File: src/rtl/team_08_wb_master_arbiter.sv
// -----------------------------------------------------------------------------
// team_08_wb_master_arbiter
//
// Purpose:
//   Shares the team's single Wishbone master port between NUM_REQ internal
//   requesters. Grants are round-robin, and only one transaction is
//   outstanding at a time. The winner's payload is registered onto the bus at
//   grant time. The sequence is IDLE -> BUS -> RECOVER -> IDLE.
//
// Ports:
//   clk, nrst          clock, asynchronous active-low reset
//   req_i[N]           level request per requester (held until ack_o/err_o)
//   req_adr_i[32N]     address, requester i at [32i+:32]
//   req_dat_i[32N]     write data, requester i at [32i+:32]
//   req_sel_i[4N]      byte selects, requester i at [4i+:4]
//   req_we_i[N]        1 = write, 0 = read
//   ack_o[N]           one-cycle completion pulse to the granted requester
//   err_o[N]           one-cycle timeout pulse (always 0 without the timeout)
//   rdata_o[32]        read data captured on ACK_I, held until next read ack
//   busy_o             high in BUS and RECOVER
//   ADR_O/DAT_O/SEL_O/WE_O/STB_O/CYC_O   registered Wishbone master outputs
//   DAT_I, ACK_I       Wishbone read data / acknowledge
//
// Configuration:
//   TEAM_08_WB_ARB_TIMEOUT_EN  when defined, a transaction that waits
//   TIMEOUT_CYCLES BUS cycles with no ACK_I is aborted and reported on err_o.
//   When undefined, BUS waits for ACK_I indefinitely and err_o is tied to 0.
// -----------------------------------------------------------------------------
module team_08_wb_master_arbiter #(
  parameter int NUM_REQ        = 2,
  parameter int TIMEOUT_CYCLES = 255
) (
  input  logic                  clk,
  input  logic                  nrst,
  input  logic [NUM_REQ-1:0]    req_i,
  input  logic [32*NUM_REQ-1:0] req_adr_i,
  input  logic [32*NUM_REQ-1:0] req_dat_i,
  input  logic [4*NUM_REQ-1:0]  req_sel_i,
  input  logic [NUM_REQ-1:0]    req_we_i,
  output logic [NUM_REQ-1:0]    ack_o,
  output logic [NUM_REQ-1:0]    err_o,
  output logic [31:0]           rdata_o,
  output logic                  busy_o,
  output logic [31:0]           ADR_O,
  output logic [31:0]           DAT_O,
  output logic [3:0]            SEL_O,
  output logic                  WE_O,
  output logic                  STB_O,
  output logic                  CYC_O,
  input  logic [31:0]           DAT_I,
  input  logic                  ACK_I
);

  localparam int IDX_W = (NUM_REQ > 1) ? $clog2(NUM_REQ) : 1;

  typedef enum logic [1:0] {
    S_IDLE    = 2'd0,
    S_BUS     = 2'd1,
    S_RECOVER = 2'd2
  } state_t;

  state_t             state_q, state_d;
  logic [IDX_W-1:0]   ptr_q, ptr_d;
  logic [IDX_W-1:0]   win_q, win_d;
  logic [31:0]        adr_q, adr_d;
  logic [31:0]        dat_q, dat_d;
  logic [3:0]         sel_q, sel_d;
  logic               we_q, we_d;
  logic               stb_q, stb_d;
  logic               cyc_q, cyc_d;
  logic [31:0]        rdata_q, rdata_d;
  logic [NUM_REQ-1:0] ack_q, ack_d;

  // Per-requester views of the flattened payload buses.
  logic [31:0] adr_arr [NUM_REQ];
  logic [31:0] dat_arr [NUM_REQ];
  logic [3:0]  sel_arr [NUM_REQ];

  genvar gi;
  generate
    for (gi = 0; gi < NUM_REQ; gi++) begin : g_unpack
      assign adr_arr[gi] = req_adr_i[32*gi +: 32];
      assign dat_arr[gi] = req_dat_i[32*gi +: 32];
      assign sel_arr[gi] = req_sel_i[4*gi +: 4];
    end
  endgenerate

  // Round-robin pick: first set request scanning upward from ptr_q, wrapping.
  // ptr_after is the pointer value that follows this winner.
  logic             found;
  logic [IDX_W-1:0] pick;
  logic [IDX_W-1:0] ptr_after;

  always_comb begin
    int idx;
    int nxt;
    found     = 1'b0;
    pick      = ptr_q;
    idx       = 0;
    nxt       = 0;
    for (int k = 0; k < NUM_REQ; k++) begin
      idx = int'(ptr_q) + k;
      if (idx >= NUM_REQ) idx = idx - NUM_REQ;
      if (!found && req_i[idx]) begin
        found = 1'b1;
        pick  = IDX_W'(idx);
      end
    end
    nxt = int'(pick) + 1;
    if (nxt >= NUM_REQ) nxt = 0;
    ptr_after = IDX_W'(nxt);
  end

`ifdef TEAM_08_WB_ARB_TIMEOUT_EN
  localparam logic [15:0] TO_LAST = 16'(TIMEOUT_CYCLES - 1);
  logic [15:0]        to_cnt_q, to_cnt_d;
  logic [NUM_REQ-1:0] err_q, err_d;
`endif

  always_comb begin
    state_d = state_q;
    ptr_d   = ptr_q;
    win_d   = win_q;
    adr_d   = adr_q;
    dat_d   = dat_q;
    sel_d   = sel_q;
    we_d    = we_q;
    stb_d   = stb_q;
    cyc_d   = cyc_q;
    rdata_d = rdata_q;
    ack_d   = '0;
`ifdef TEAM_08_WB_ARB_TIMEOUT_EN
    to_cnt_d = to_cnt_q;
    err_d    = '0;
`endif
    unique case (state_q)
      S_IDLE: begin
        if (found) begin
          win_d   = pick;
          ptr_d   = ptr_after;
          adr_d   = adr_arr[pick];
          dat_d   = dat_arr[pick];
          sel_d   = sel_arr[pick];
          we_d    = req_we_i[pick];
          cyc_d   = 1'b1;
          stb_d   = 1'b1;
          state_d = S_BUS;
`ifdef TEAM_08_WB_ARB_TIMEOUT_EN
          to_cnt_d = '0;
`endif
        end
      end
      S_BUS: begin
        if (ACK_I) begin
          // ACK wins over a timeout landing on the same cycle.
          cyc_d = 1'b0;
          stb_d = 1'b0;
          we_d  = 1'b0;
          if (!we_q) rdata_d = DAT_I;
          ack_d[win_q] = 1'b1;
          state_d      = S_RECOVER;
        end
`ifdef TEAM_08_WB_ARB_TIMEOUT_EN
        else if (to_cnt_q == TO_LAST) begin
          cyc_d        = 1'b0;
          stb_d        = 1'b0;
          err_d[win_q] = 1'b1;
          state_d      = S_RECOVER;
        end else begin
          to_cnt_d = to_cnt_q + 16'd1;
        end
`endif
      end
      S_RECOVER: begin
        // Gives the requester the ack_o cycle to drop req_i before rearbitration.
        state_d = S_IDLE;
      end
      default: begin
        state_d = S_IDLE;
      end
    endcase
  end

  always_ff @(posedge clk or negedge nrst) begin
    if (!nrst) begin
      state_q <= S_IDLE;
      ptr_q   <= '0;
      win_q   <= '0;
      adr_q   <= '0;
      dat_q   <= '0;
      sel_q   <= '0;
      we_q    <= 1'b0;
      stb_q   <= 1'b0;
      cyc_q   <= 1'b0;
      rdata_q <= '0;
      ack_q   <= '0;
    end else begin
      state_q <= state_d;
      ptr_q   <= ptr_d;
      win_q   <= win_d;
      adr_q   <= adr_d;
      dat_q   <= dat_d;
      sel_q   <= sel_d;
      we_q    <= we_d;
      stb_q   <= stb_d;
      cyc_q   <= cyc_d;
      rdata_q <= rdata_d;
      ack_q   <= ack_d;
    end
  end

`ifdef TEAM_08_WB_ARB_TIMEOUT_EN
  always_ff @(posedge clk or negedge nrst) begin
    if (!nrst) begin
      to_cnt_q <= '0;
      err_q    <= '0;
    end else begin
      to_cnt_q <= to_cnt_d;
      err_q    <= err_d;
    end
  end

  assign err_o = err_q;
`else
  assign err_o = '0;
`endif

  assign ack_o   = ack_q;
  assign rdata_o = rdata_q;
  assign busy_o  = (state_q != S_IDLE);
  assign ADR_O   = adr_q;
  assign DAT_O   = dat_q;
  assign SEL_O   = sel_q;
  assign WE_O    = we_q;
  assign STB_O   = stb_q;
  assign CYC_O   = cyc_q;

endmodule

File: config.mk
export PLATFORM = sky130hd
export DESIGN_NAME = team_08_wb_master_arbiter
export DESIGN_NICKNAME = d
export VERILOG_FILES = /design/src/rtl/team_08_wb_master_arbiter.sv
export SDC_FILE = /design/constraint.sdc
export NUM_CORES = 1
export LEC_CHECK = 0
export BUFFER_PORTS_ARGS = -buffer_cell sky130_fd_sc_hd__buf_2
export CORE_ASPECT_RATIO = 0.5
export CORE_UTILIZATION = 43
export CTS_CLUSTER_SIZE = 24
export DETAILED_ROUTE_END_ITERATION = 12
export PLACE_DENSITY_LB_ADDON = 0.3
export SYNTH_ARGS = -nofsm -noshare
export SYNTH_HDL_FRONTEND = slang
export SYNTH_SLANG_ARGS = --single-unit
File: constraint.sdc
create_clock -name clk -period 1.8 [get_ports clk]
set_input_delay 0.18 -clock clk [delete_from_list [all_inputs] [get_ports clk]]
set_output_delay 0.18 -clock clk [all_outputs]
set_load 0.05 [all_outputs]
Yosys cells after proc, flatten, opt, wreduce, memory -nomap -nowiden
Index checks and enable logic that the tools add are counted.
Cells by class
  add/sub/neg operators: 4
  order comparisons: 9
  equal/unequal tests: 3
  mux-type cells: 36
  bitwise logic cells: 2
  reductions and logical operators: 10
Operators with widths (number)
  32-bit two-way mux: 8
  32-bit by 3-bit less-than comparator with 1-bit output, second input constant: 2
  1-bit two-way mux: 17
  4-bit two-way mux: 3
  2-bit two-way mux: 4
  2-bit >= comparator, second input constant: 3
  3-bit AND reduction: 2
  1-bit by 1-bit adder with 2-bit output, second input constant: 2
  1-bit by 2-bit less-than comparator with 1-bit output, second input constant: 2
  2-bit inequality test, second input constant: 2
  1-bit case mux with 2 select lines: 2
  2-bit case mux with 2 select lines: 1
  2-bit AND reduction: 2
  2-bit nonzero test: 2
  1-bit by 2-bit subtractor with 3-bit output, second input constant: 1
  2-bit by 2-bit subtractor with 3-bit output, second input constant: 1
  2-bit by 1-bit == test with 1-bit output, second input constant: 1
  1-bit by 2-bit >= comparator with 1-bit output, second input constant: 1
  1-bit logical AND: 2
  2-bit logical NOT: 1
  1-bit NOT with 2-bit output: 1
  1-bit demux with 1-bit select: 1
  1-bit >= comparator, second input constant: 1
  1-bit logical NOT: 1
  1-bit NOT: 1
Word-level totals
  bits in registers: 108

Longest topological paths before layout
Gate-level depths: netlist of the first run.
  depth after elaboration: 13
  gate-level depth with buffers: 5
  depth with buffers taken out: 3

Worst setup path after synthesis of the first run
OpenSTA, ideal clock, no wires.
  kind: flip-flop to flip-flop
  start point: register we_q (netlist: WE_O)
  end point: register rdata_q[10] (netlist: rdata_o[10])
  library setup time: 0.125 ns
  arrival: 1.344 ns
  setup slack: 0.331 ns
  stages on the path, launching flop included: 4
  buffers on the path: 1
  path through: dfrtp_1 -> nor2_2 -> buf_4 -> mux2_2
Between the ends
  cells in the longest elaborated chain, start to end: 2
Ends and longest elaborated chain
  start, declared: RTL line 68  | logic we_q, we_d;
  start signal, assigned: RTL line 204  | we_q <= we_d;
  1-bit NOT (no line)
  3-bit AND reduction (no line)
  end signal, assigned: RTL line 207  | rdata_q <= rdata_d;
  end, declared: RTL line 71  | logic [31:0] rdata_q, rdata_d;
No other way between the ends.
A chain may end at the register's enable or synchronous reset.

Final worst setup path of the first run
  start point: register state_q[0]
  end point: register dat_q[8] (netlist: DAT_O[8])
Between the ends
  cells in the longest elaborated chain, start to end: 2
Ends and longest elaborated chain
  start, declared: RTL line 62  | state_t state_q, state_d;
  start signal, assigned: RTL line 198  | state_q <= state_d;
  2-bit logical NOT: RTL line 136  | unique case (state_q)
  2-bit AND reduction (no line)
  end signal, assigned: RTL line 202  | dat_q <= dat_d;
  end, declared: RTL line 66  | logic [31:0] dat_q, dat_d;
No other way between the ends.

==> impl_metrics.toml, run 1 <==
[outcome]
status = "finished, final reports clean"

[synthesis]
synth_area_leaders = "dfrtp_1 60%, a221o_1 15%, and3_1 9.7%"
synth_compound_area_share_pct = 16.1
synth_area_per_cell_um2 = 13.4
synthMuxAreaShare_pct = 8.01
ys_ff_latch = 108
synth-adder-area-share_pct = 0
synth.most_common_cell = "dfrtp_1"
synthesis.area_um2 = 4500
synthCells = 335
synth_top_area_cell = "dfrtp_1"
synth_xor_area_share_pct = 0
synth_flop_cell = "dfrtp_1"
synth_edf_count = 0
yosysWarnings = 0
synth-simple-area-share_pct = 11.5
synth_cell_type_count = 25
synth.top_cell.area_share_pct = 60.1
synth-seq-area-share_pct = 60.1
synth_top_family_by_area = "compound AO/OA/AOI/OAI gates"
ys_top_cells_by_count = "108 x dfrtp_1, 70 x and3_1, 69 x a221o_1"
async_flop_share_pct = 100

[worst_setup_path]
cp_max_fo = 13
crit_buf_inv = 1
crit_family = "simple AND/OR/NAND/NOR gates"
endpoint_kind = "register"
worstPathCellList = "nor2_2, and3_2, buf_4, a221o_1"
critPathLaunchType = "register"
cp.required_ps = 2070
cp_slowest_cell = "dfrtp_1"
cpPeakStageDelay_ps = 460
arrival_ps = 1910
crit_type = "reg -> reg"

[route]
drt_pass1_iterations = 4
vias = 3915
drt_iter0_drc = 210
antenna_left = 0
drt-total-wl_um = 12400
routedWlPerCell_um = 16.6
drcViolationCount = 0
vias_per_cell = 5.25

[floorplanning]
rows = 25
fp.coreArea_um2 = 9790
die_h_um = 74.3
die_w_um = 147
initial_core_util_pct = 45.9
die-area_um2 = 10900
ioPinCount = 283

[cts]
cts.path.max_buffers = 2
tritoncts = "built"
cts_buffers = 9
ctsResizeCount = 0
numClockSinks = 108
clk_pin_slew_ps = 70
post_cts_buffers = 0
htreeDepth = 3
root_buffer = "clkbuf_16"
clock_latency_ps = 340

[global_routing]
grt_use_total_pct = 22.1
antenna_found_initial = 0
grt_pass1_wl_um = 18800
grt_max_degree = 57
gr-total-overflow = 0
grt_pass1_vias = 3741

[power_and_ir_drop]
leakagePower_uw = 0.00350
ir_drop_mv = 0.922
p_per_area_nw_per_um2 = 2260

[timing]
hold_violations = 0
setup_viol = 0
rsz0062_at_grt = "false"
fmax_mhz = 613
finClkSkew_ps = 4.78
fin_setup_tns_ps = 0
min_period_ps = 1630
post-route-period-util_pct = 90.7
slew_viol_final = 0

[finish]
multi_input_area_um2 = 1630
regArea_um2 = 2700
area_growth_pct = 41.3
final_cell_area_um2 = 6350
finish.utilization_pct = 64.9
drive_gt1_share_pct = 56.5
final_nets = 781
n_fill_cell = 773
antenna_cells = 0

[worst_hold_path]
min_path_type = "in -> reg"

[placement]
globalplace.congestion = 0.788
hpwlAfterDp_um = 9320
numPortBuffers = 280
place_area_um2 = 6060

[flow_run]
cap_viol_max_count = 0
==> worst paths after layout <==
check,slack [ps],start,end,cells past startpoint
hold / removal,70,req_adr_i[26],ADR_O[26]$_DFFE_PN0P_,2
setup / recovery,170,state_q[0]$_DFFE_PN0P_,DAT_O[8]$_DFFE_PN0P_,4
hold reg to reg,480,win_q$_DFFE_PN0P_,ack_o[0]$_DFF_PN0_,1
max in group asynchronous,960,nrst,rdata_o[26]$_DFFE_PN0P_,3
setup reg to reg,170,state_q[0]$_DFFE_PN0P_,DAT_O[8]$_DFFE_PN0P_,4
min in group asynchronous,260,nrst,ADR_O[15]$_DFFE_PN0P_,2
==> logic make-up after synthesis <==
family | after synthesis
other | 1
AND/OR/NAND/NOR | 83
flip-flops | 108
multiplexers | 32
buffers and inverters | 37
AO/OA/AOI/OAI | 74
==> repair_timing <==
action                     CTS  global route
hold endpoints to repair    17             0
setup endpoints to repair    0             0
hold buffers                 1             0
==> worst register-to-register path, stage by stage, from the launching register on <==
cell     delay [ps]
dfrtp_1         460
nor2_2          240
and3_2          420
buf_4           270
a221o_1         180
==> layout by cell type (no fill, tap or decap) <==
cell / n
buf_4: 10
nor3_1: 1
inv_6: 2
conb_1: 2
clkinvlp_4: 2
clkinv_4: 1
a221o_1: 69
and3_1: 69
buf_2: 279
nor2_2: 2
and3_2: 1
mux2_2: 30
dfrtp_1: 108
buf_12: 4
nand3b_1: 1
clkbuf_16: 9
inv_1: 2
nor3b_4: 1
o21ai_4: 1
and2_1: 1
o31a_1: 1
inv_8: 1
a21o_1: 2
clkinv_2: 1
nand2b_2: 1
dlygate4sd3_1: 1
nand2b_1: 1
nor2b_1: 1
o21ai_0: 1
mux2_1: 2
nand2_1: 3
nor2_1: 1
==> layout make-up <==
class	instances	share of cell area, %
inverter	2	0.118
multi-input combinational	191	25.6
timing repair buffer	294	24.6
clock inverter	7	0.906
sequential	108	42.5
clock buffer	9	3.55
tap	135	2.66
==> power breakdown <==
part	switching [µW]	internal, µW
Clock	911	959
Combinational	5850	2370
Sequential	667	3610
==> per-stage QoR <==
step / hold WS [ps] / std cells / setup slack, ps / power, µW
finish: 66.7 / 746 / 168 / 14400
global route: 45.7 / 746 / 69.9 / 15000
CTS: 51.6 / 746 / 173 / 14500
detailed placement: 88.3 / 729 / 191 / 12600
global placement: 85.2 / 729 / 276 / 12400
floorplan: -116 / 336 / 331 / 10500
==> layer usage <==
layer	global-route usage (%)	wire [µm]	share of wire (%)
met1	27.6	5170	42
met2	39.2	6320	51
met3	4.97	666	5.4
met4	7.29	211	1.7
met5	0	0	0
==> flip-flops by register name (all words and copies together) (netlist names) <==
| name | cells |
|---|---|
| DAT_O | 32 |
| state_q | 2 |
| win_q | 1 |
| ptr_q | 1 |
| SEL_O | 4 |
| WE_O | 1 |
| ADR_O | 32 |
| ack_o | 2 |
| rdata_o | 32 |
| CYC_O | 1 |
Power figures use the tool's default switching activity.
==> inputs of run 2 (changes only) <==
Clock period 1.8 ns to 1.85 ns, I/O delays scaled along.
==> impl_metrics.toml, run 2 (same netlist as run 1, synthesis figures left out) <==
[route]
drt_iter0_drc = 145
drt_pass1_iterations = 4
antenna_left = 0
vias = 3905
routedWlPerCell_um = 16.7
drcViolationCount = 0
vias_per_cell = 5.23
drt-total-wl_um = 12500

[power_and_ir_drop]
p_per_area_nw_per_um2 = 2210
leakagePower_uw = 0.00352
ir_drop_mv = 1.00

[finish]
area_growth_pct = 41.5
final_cell_mix = "279 x buf_2, 108 x dfrtp_1, 69 x and3_1, 69 x a221o_1, 30 x mux2_2"
final_cells = 746
drive_gt1_share_pct = 56.5
final_nets = 782
antenna_cells = 0
final_common_cell = "buf_2"
n_fill_cell = 803
multi_input_area_um2 = 1630
regArea_um2 = 2700

[global_routing]
grt_max_degree = 43
grt_pass1_wl_um = 18900
antenna_found_initial = 0
grt_use_total_pct = 22.3
grt_pass1_vias = 3713
gr-total-overflow = 0

[floorplanning]
die_h_um = 74.3
fp.coreArea_um2 = 9790
rows = 25
ioPinCount = 283
die-area_um2 = 10900
initial_core_util_pct = 45.9
die_w_um = 147

[cts]
clock_latency_ps = 330
ctsResizeCount = 0
clk_pin_slew_ps = 70
numClockSinks = 108
cts_hold_buf = 1
root_buffer = "clkbuf_16"
cts_buffers = 9
post_cts_buffers = 0
htreeDepth = 3
tritoncts = "built"
cts.path.max_buffers = 2

[timing]
hold_violations = 0
fmax_mhz = 617
post-route-period-util_pct = 87.7
setup_viol = 0
rsz0062_at_grt = "false"
finClkSkew_ps = 7.22
fin_setup_tns_ps = 0
slew_viol_final = 0
min_period_ps = 1620

[outcome]
status = "finished, final reports clean"

[placement]
dp_cells = 730
hpwlAfterDp_um = 9300
globalplace.congestion = 0.774
numPortBuffers = 280

[worst_setup_path]
reg2reg_from = "state_q[0]$_DFFE_PN0P_"
endpoint_kind = "register"
r2r_slack_ps = 230
critPathLaunch = "state_q[0]$_DFFE_PN0P_"
arrival_ps = 1830
cp_max_fo = 39
critPathLaunchType = "register"
cp.required_ps = 2060
crit_type = "reg -> reg"

[worst_hold_path]
min_from = "DAT_I[6]"
min_path_type = "in -> reg"

[flow_run]
cap_viol_max_count = 0
## run 2: layout make-up
type	count	share of cell area [%]
Timing Repair Buffer	295	24.7
Tap cell	135	2.65
Clock inverter	6	0.983
Inverter	2	0.118
Multi-Input combinational cell	191	25.6
Clock buffer	9	3.54
Sequential cell	108	42.5
## run 2: path summary, 6_finish.rpt
kind                       depth (start not counted)                     end
setup / recovery                                   4   DAT_O[24]$_DFFE_PN0P_
setup reg to reg                                   4   DAT_O[24]$_DFFE_PN0P_
min in group asynchronous                          2   ADR_O[13]$_DFFE_PN0P_
max in group asynchronous                          3    ADR_O[4]$_DFFE_PN0P_
hold reg to reg                                    1      ack_o[0]$_DFF_PN0_
hold / removal                                     2  rdata_o[6]$_DFFE_PN0P_
## run 2: metrics by stage
step	util [%]	hold slack, ps	power (µW)	instance area [µm²]	setup slack, ps
after floorplan	-	-111	10200	4500	381
after global placement	62.0	111	12100	6070	335
after detailed placement	62.0	112	12300	6070	266
after CTS	65.0	54.5	14200	6360	254
after global routing	65.0	55.0	14700	6360	177
final	65.0	73.7	14000	6360	228
## run 2: power by group
group	internal (µW)	total, µW	leakage [µW]	switching, µW
Clock	1040	1870	0.000146	825
Combinational	2310	8030	0.00205	5720
Sequential	3520	4150	0.00132	629
Total	6870	14000	0.00352	7180
## run 2: critical path, stage by stage (launching register included)
cell     delay, ps
dfrtp_1        460
nor2_2         240
o21ai_4         90
buf_4          270
a221o_1        410
## run 2: metal layers
| layer | GRT usage, % | wire (µm) |
|---|---|---|
| met5 | 0 | 0 |
| met4 | 6.37 | 204 |
| met3 | 4.54 | 581 |
| met2 | 39.7 | 6370 |
| met1 | 28.3 | 5300 |
